**config.mk**
```make
export PLATFORM = sky130hd
export DESIGN_NAME = fifo_rr_router
export DESIGN_NICKNAME = d
export VERILOG_FILES = /design/src/rtl/fifo_rr_router.sv
export SDC_FILE = /design/constraint.sdc
export NUM_CORES = 1
export LEC_CHECK = 0
export ABC_AREA = 0
export BUFFER_PORTS_ARGS = -buffer_cell sky130_fd_sc_hd__buf_2
export CAP_MARGIN = 20
export CORE_MARGIN = 4
export CORE_UTILIZATION = 30
export CTS_BUF_LIST = sky130_fd_sc_hd__clkbuf_4 sky130_fd_sc_hd__clkbuf_8
export DETAILED_ROUTE_END_ITERATION = 10
export GPL_ROUTABILITY_DRIVEN = 1
export PLACE_DENSITY = 0.6
export SYNTH_ARGS = -nofsm -noshare
export SYNTH_HDL_FRONTEND = slang
export SYNTH_SLANG_ARGS = --single-unit
```
**constraint.sdc**
```tcl
create_clock -name clk -period 6.3 [get_ports clk]
set_clock_uncertainty 0.15 [all_clocks]
set_input_delay 0.315 -clock clk [delete_from_list [all_inputs] [get_ports clk]]
set_output_delay 0.315 -clock clk [all_outputs]
set_load 0.02 [all_outputs]
```
**src/rtl/fifo_rr_router.sv**
```systemverilog
// fifo_rr_router: round-robin consumer of four input FIFOs that routes each
// word to one of four output FIFOs. The output FIFO is chosen by the top two
// bits of the word. A word whose target output is paused (almost full) is held
// until that output frees up. No other input is served while a word is held.
//
// state | meaning
// ------+-------------------------------------------------------------------
// IDLE  | arbitrate among non-empty inputs; launch a one-cycle pop
// POP   | in_pop is high this cycle; input FIFO presents the word next cycle
// RECV  | capture the word; push it now, or park it in HOLD if target paused
// HOLD  | wait for the target output to unpause, then push the held word
module fifo_rr_router #(
    parameter int DATA_SIZE = 12,
    parameter int CNT_SIZE  = 16
) (
    input  logic                 clk,
    input  logic                 reset,
    input  logic [3:0]           in_empty,
    input  logic [DATA_SIZE-1:0] in_data0,
    input  logic [DATA_SIZE-1:0] in_data1,
    input  logic [DATA_SIZE-1:0] in_data2,
    input  logic [DATA_SIZE-1:0] in_data3,
    output logic [3:0]           in_pop,
    input  logic [3:0]           out_pause,
    output logic [3:0]           out_push,
    output logic [DATA_SIZE-1:0] out_data,
    output logic [1:0]           grant,
    output logic                 busy,
    output logic [CNT_SIZE-1:0]  routed_cnt
);

    typedef enum logic [1:0] {
        IDLE = 2'd0,
        POP  = 2'd1,
        RECV = 2'd2,
        HOLD = 2'd3
    } state_t;

    state_t                 state, state_nxt;
    logic [DATA_SIZE-1:0]   hold, hold_nxt;
    logic [3:0]             in_pop_nxt;
    logic [3:0]             out_push_nxt;
    logic [DATA_SIZE-1:0]   out_data_nxt;
    logic [1:0]             grant_nxt;
    logic [CNT_SIZE-1:0]    routed_cnt_nxt;

    logic [1:0]             rr_sel;
    logic [1:0]             rr_cand;
    logic                   rr_found;
    logic [DATA_SIZE-1:0]   in_word;
    logic [1:0]             in_dest;
    logic [1:0]             hold_dest;

    // Word presented by the input FIFO that was last granted.
    always_comb begin
        in_word = in_data0;
        case (grant)
            2'd0: in_word = in_data0;
            2'd1: in_word = in_data1;
            2'd2: in_word = in_data2;
            2'd3: in_word = in_data3;
            default: in_word = in_data0;
        endcase
    end

    assign in_dest   = in_word[DATA_SIZE-1 -: 2];
    assign hold_dest = hold[DATA_SIZE-1 -: 2];
    assign busy      = (state != IDLE);

    // Round-robin pick: scan grant+1 .. grant+4 (mod 4); the last-served port
    // is checked last so every requester gets a turn.
    always_comb begin
        rr_sel   = grant;
        rr_cand  = grant;
        rr_found = 1'b0;
        for (int i = 1; i <= 4; i++) begin
            rr_cand = grant + 2'(i);
            if (!rr_found && !in_empty[rr_cand]) begin
                rr_sel   = rr_cand;
                rr_found = 1'b1;
            end
        end
    end

    // Next-state and next-output logic; strobes default low so each pulse
    // lasts exactly one cycle.
    always_comb begin
        state_nxt      = state;
        hold_nxt       = hold;
        in_pop_nxt     = 4'b0000;
        out_push_nxt   = 4'b0000;
        out_data_nxt   = out_data;
        grant_nxt      = grant;
        routed_cnt_nxt = routed_cnt;

        case (state)
            IDLE: begin
                if (rr_found) begin
                    grant_nxt  = rr_sel;
                    in_pop_nxt = 4'b0001 << rr_sel;
                    state_nxt  = POP;
                end
            end

            POP: begin
                state_nxt = RECV;
            end

            RECV: begin
                hold_nxt = in_word;
                if (!out_pause[in_dest]) begin
                    out_push_nxt   = 4'b0001 << in_dest;
                    out_data_nxt   = in_word;
                    routed_cnt_nxt = routed_cnt + CNT_SIZE'(1);
                    state_nxt      = IDLE;
                end else begin
                    state_nxt = HOLD;
                end
            end

            HOLD: begin
                if (!out_pause[hold_dest]) begin
                    out_push_nxt   = 4'b0001 << hold_dest;
                    out_data_nxt   = hold;
                    routed_cnt_nxt = routed_cnt + CNT_SIZE'(1);
                    state_nxt      = IDLE;
                end
            end

            default: begin
                state_nxt = IDLE;
            end
        endcase
    end

    // State register; reset discards any popped or held word at once.
    always_ff @(posedge clk or posedge reset) begin
        if (reset) begin
            state <= IDLE;
        end else begin
            state <= state_nxt;
        end
    end

    // Registered outputs and datapath; grant resets to 3 so port 0 wins first.
    always_ff @(posedge clk or posedge reset) begin
        if (reset) begin
            hold       <= '0;
            in_pop     <= 4'b0000;
            out_push   <= 4'b0000;
            out_data   <= '0;
            grant      <= 2'd3;
            routed_cnt <= '0;
        end else begin
            hold       <= hold_nxt;
            in_pop     <= in_pop_nxt;
            out_push   <= out_push_nxt;
            out_data   <= out_data_nxt;
            grant      <= grant_nxt;
            routed_cnt <= routed_cnt_nxt;
        end
    end

endmodule

```
-- Word-level counts from Yosys, hierarchy flattened
Index checks and enable logic that the tools add are counted.
- shift operators: 3
- equality and inequality tests: 9
- $lt $le $gt $ge: 6
- $add $sub $neg: 4
- mux-type cells: 36
- reduce and logical (&&, ||, !) cells: 15
- operators by type and width (kind ; count):
    12-bit case mux with 4 select lines ; 1
    16-bit two-way mux ; 2
    16-bit case mux with 2 select lines ; 1
    12-bit two-way mux ; 2
    12-bit case mux with 2 select lines ; 1
    2-bit by 3-bit < comparator with 1-bit output, second input constant ; 6
    16-bit by 1-bit adder with 16-bit output, second input constant ; 1
    4-bit two-way mux ; 4
    2-bit two-way mux ; 7
    1-bit binary-select mux with 2-bit select ; 6
    1-bit by 2-bit << shifter with 4-bit output, first input constant ; 3
    1-bit two-way mux ; 10
    2-bit equality test, second input constant ; 4
    2-bit case mux with 4 select lines ; 1
    4-bit case mux with 2 select lines ; 1
    2-bit inequality test, second input constant ; 3
    1-bit zero test ; 5
    2-bit adder, second input constant ; 2
    2-bit by 1-bit equality test with 1-bit output, second input constant ; 2
    2-bit zero test ; 2
    2-bit AND reduction ; 2
    2-bit nonzero test ; 2
    1-bit logical AND ; 3
    3-bit AND reduction ; 1
    2-bit by 1-bit adder with 2-bit output, second input constant ; 1
- word-level logic and storage cells: 80
- bits of input ports: 58
- bits in registers: 52

-- Depth between registers and ports, before layout
- depth in word-level cells: 15
- mapped depth: 11

-- Worst setup path after synthesis
No wires, ideal clock.
- path kind: register to register
- start: reg grant[0]
- end: reg out_data[11]
- setup slack: 3.146 ns
- arrival time: 2.877 ns
- cell stages (with the launch flop): 11
- buffers on the path: 2
- clock period less this slack: 3.154 ns
- required time: 6.023 ns
- setup time: 0.127 ns
- cells stage by stage: dfstp_2 -> clkbuf_1 -> inv_1 -> ha_1 -> a222oi_1 -> a21o_2 -> mux2i_2 -> a211oi_4 -> buf_4 -> a222oi_1 -> inv_1
- word-level cells in the longest chain between the ends: 6
- elaborated cells on any way between the ends: 11
- classes of those cells: eq/ne: 4; mux: 5; reduce/logical: 2
- ends and longest elaborated chain (element ; RTL line ; source):
    start: declaration ; 27 ; output logic [1:0] grant,
    start signal: assignment ; 159 ; grant <= grant_nxt;
    2-bit equality test (tied with other cells) ; 57 ; case (grant)
    12-bit case mux with 4 select lines * ; 57 ;
    1-bit binary-select mux with 2-bit select ; 111 ; if (!out_pause[in_dest]) begin
    1-bit two-way mux (implied by the code) ; 111 ;
    2-bit inequality test (no line) ; n/a ;
    3-bit AND reduction (no line) ; n/a ;
    end signal: assignment ; 158 ; out_data <= out_data_nxt;
    end: declaration ; 26 ; output logic [DATA_SIZE-1:0] out_data,
Mark *: on every way between the ends. The rest lies on a longest branch, timed or not. The select of a mux whose other input is x is not followed.
A chain may end at the register's enable or synchronous reset.

-- Worst setup path after layout
- start: reg grant[0]
- end: reg out_data[2]
Same word-level chain as after synthesis.

==> flow_summary.yaml <==
setup_path:
  path_delay_family: "compound AO/OA/AOI/OAI gates"
  setup.worst_path.start_class: "register"
  path_buf_inv: 1
  critPathRequiredTime_ps: 6340
  worstPathMaxFanout: 12
  crit_arrival_ps: 3660
  worst_setup_path_end_kind: "register"
  crit_type: "register to register"
  cp_slowest_cell: "a21oi_1"
  slowest_delay_ps: 800
  cp_cell_sequence: "inv_1 > ha_1 > a222oi_1 > a21oi_1 > and2_1 > a21oi_1 > nor2_1 > a221o_1"
  crit_top_cell: "a21oi_1"
floorplanning:
  core-area_um2: 8763
  io_pins: 97
  die_h_um: 103.2
  die_x_um: 103.2
  start_util_pct: 31.01
  num_rows: 34
  die-area_um2: 10650
synth:
  async_reset_ff_share_pct: 100.0
  syn-num-nets: 328
  ys_types: 49
  synth_edf_count: 0
  synth_area_per_cell_um2: 10.26
  synth_top_family_by_area: "compound AO/OA/AOI/OAI gates"
  yosysWarnings: 0
  yosys.area_share.xor_xnor_pct: 4.834
  synth-main-ff-cell: "dfrtp_1"
  yosys_register_bits: 52
  synthMuxAreaShare_pct: 3.269
  synthAdderAreaFrac_pct: 2.302
  synth-seq-area-share_pct: 47.97
  synth-simple-area-share_pct: 17.73
  synthesis.instances: 265
  syn_area_um2: 2718
  synth_compound_area_share_pct: 20.40
timing:
  tightest_slew_ps: 957.9
  hold_violations: 0
  fin_setup_tns_ps: 0
  relSlewSlack_pct: 36.14
  setup_viol: 0
  hold_ws_ps: 33.47
  max_freq_mhz: 276.4
  period_minus_slack_ps: 3617
  finalMaxSlewViolations: 0
  rsz0062_at_grt: "false"
  period_share_pct: 57.42
clocking:
  clk_pin_slew_ps: 100
  cts_sinks: 52
  numCtsBuffers: 5
  cts_setup_buffers: 0
  cts_root_buf: "clkbuf_8"
  post_cts_resized: 0
  cts_tree: "yes"
  max-clock-path-buffers: 2
  postCtsHoldBufs: 0
  cts_max_level: 2
  clk_latency_ps: 310
placed_design:
  port_buffers: 96
  place_inst: 455
  place.gp.congestion: 0.8759
  dpl.hpwl_mm: 5.362
  place_area_um2: 3272
global_route:
  gr-usage-all-layers_pct: 13.86
  grt_pass1_vias: 2348
  antenna_found_initial: 0
  grt_remaining_overflow: 0
  grt_pass1_wl_mm: 11.79
  grt_start_max_net_pins: 53
drt:
  ant_nets: 0
  wl_mm: 7.220
  num_vias: 2382
  viasPerCell: 5.123
  drt_iter0_drc: 137
  post_drt_wl_per_cell_um: 15.53
  drt-pass1-iter-count: 5
  drc: 0
layout:
  fin_util_pct: 38.91
  layout.nets: 419
  fin_area_um2: 3410
  final_common_cell: "buf_2"
  drive_above_1_share_pct: 35.57
  final_cell_mix: "buf_2 (96), dfrtp_1 (50), nand2_1 (38)"
  nFillCells: 887
  area_growth_pct: 25.46
  stdcell_count: 465
  antenna_cells: 0
worst_hold_path:
  hp-class: "primary input to async pin"
run:
  maxCapViolations: 0
status:
  outcome: "complete, no violations"
power:
  p_leak_nw: 1.661
  power_per_cell_area_nw_per_um2: 519.3
  ir_worst_vdd_mv: 0.3268
## per-layer routing
layer / part of all wire [%] / vias up / track usage [%] / wire length (um)
met5: 0 / - / 0 / 0
met2: 44 / 98 / 20.47 / 3186
met1: 47 / 1113 / 20.10 / 3407
li1: - / 1163 / - / -
met4: 1.0 / 0 / 3.984 / 72
met3: 7.7 / 8 / 3.488 / 554
## metrics by stage
step           power, W  setup slack, ps
2_1_floorplan  0.001285             3146
3_3_place_gp   0.001505             2695
3_5_place_dp   0.001521             2544
4_1_cts        0.001767             2519
5_1_grt        0.001929             2417
6_report       0.001771             2683
## registers in the layout (all words and copies together), names as in the netlist
register	flops
routed_cnt	16
hold	12
out_data	12
in_pop	4
out_push	4
grant	2
state	2
## synthesized netlist by cell type (all sizes together), types with 2 or more instances
library cell / count / area share, %
mux2i: 4 / 1.6
nand3b: 2 / 0.55
nor2b: 3 / 0.69
ha: 5 / 2.3
or2: 2 / 0.46
a211oi: 3 / 1.3
a21o: 2 / 0.60
clkbuf: 11 / 1.5
o21ai: 23 / 4.2
nand3: 4 / 0.74
nor4b: 2 / 1.1
or3: 2 / 0.46
nand2: 38 / 5.2
dfstp: 2 / 1.9
dfrtp: 50 / 46
xnor2: 5 / 1.6
nor2: 21 / 2.9
mux4: 2 / 1.7
inv: 7 / 0.97
a221o: 10 / 3.7
nor3: 6 / 2.0
xor2: 10 / 3.2
a21oi: 12 / 2.2
nand4: 3 / 0.69
buf: 4 / 1.0
nor3b: 4 / 1.3
a222oi: 13 / 4.8
and3: 2 / 0.46
## cells by family after synthesis
logic type               after synthesis
XOR/XNOR                              15
AO/OA/AOI/OAI                         72
multiplexers                           6
adder cells (fa/ha/maj)                5
AND/OR/NAND/NOR                       93
flip-flops                            52
buffers and inverters                 22
## worst paths after layout
kind	slack, ps	startpoint	cells past startpoint	endpoint
min in group clk	40	out_pause[1]	2	out_push[1]
setup reg to reg	2680	grant[0]	8	out_data[2]
max in group asynchronous	5530	reset	3	out_data[8]
setup / recovery	2680	grant[0]	8	out_data[2]
hold / removal	30	reset	3	hold[2]
hold reg to reg	330	routed_cnt[15]	1	routed_cnt[15]
## area by class of cell
type                    instances  area, um^2  share of cell area, %
flip-flops and latches         52        1304                  38.24
clock buffers                   6       76.32                  2.239
repair buffers                 99       510.5                  14.97
inverters                       7       26.28                 0.7706
multi-input cells             191        1319                  38.68
clock inverters                 2       38.79                  1.138
well taps                     108       135.1                  3.963
## power by group
part	leakage (nW)	switching [W]	internal, W
logic	0.948	0.000578	0.000373
clock network	0.0592	0.000114	0.000125
registers	0.654	0.000113	0.000468
## worst min-delay path: stages
cell	delay [ps]
buf_2	100
inv_2	30
buf_4	530
(Power assumes the default switching activity.)
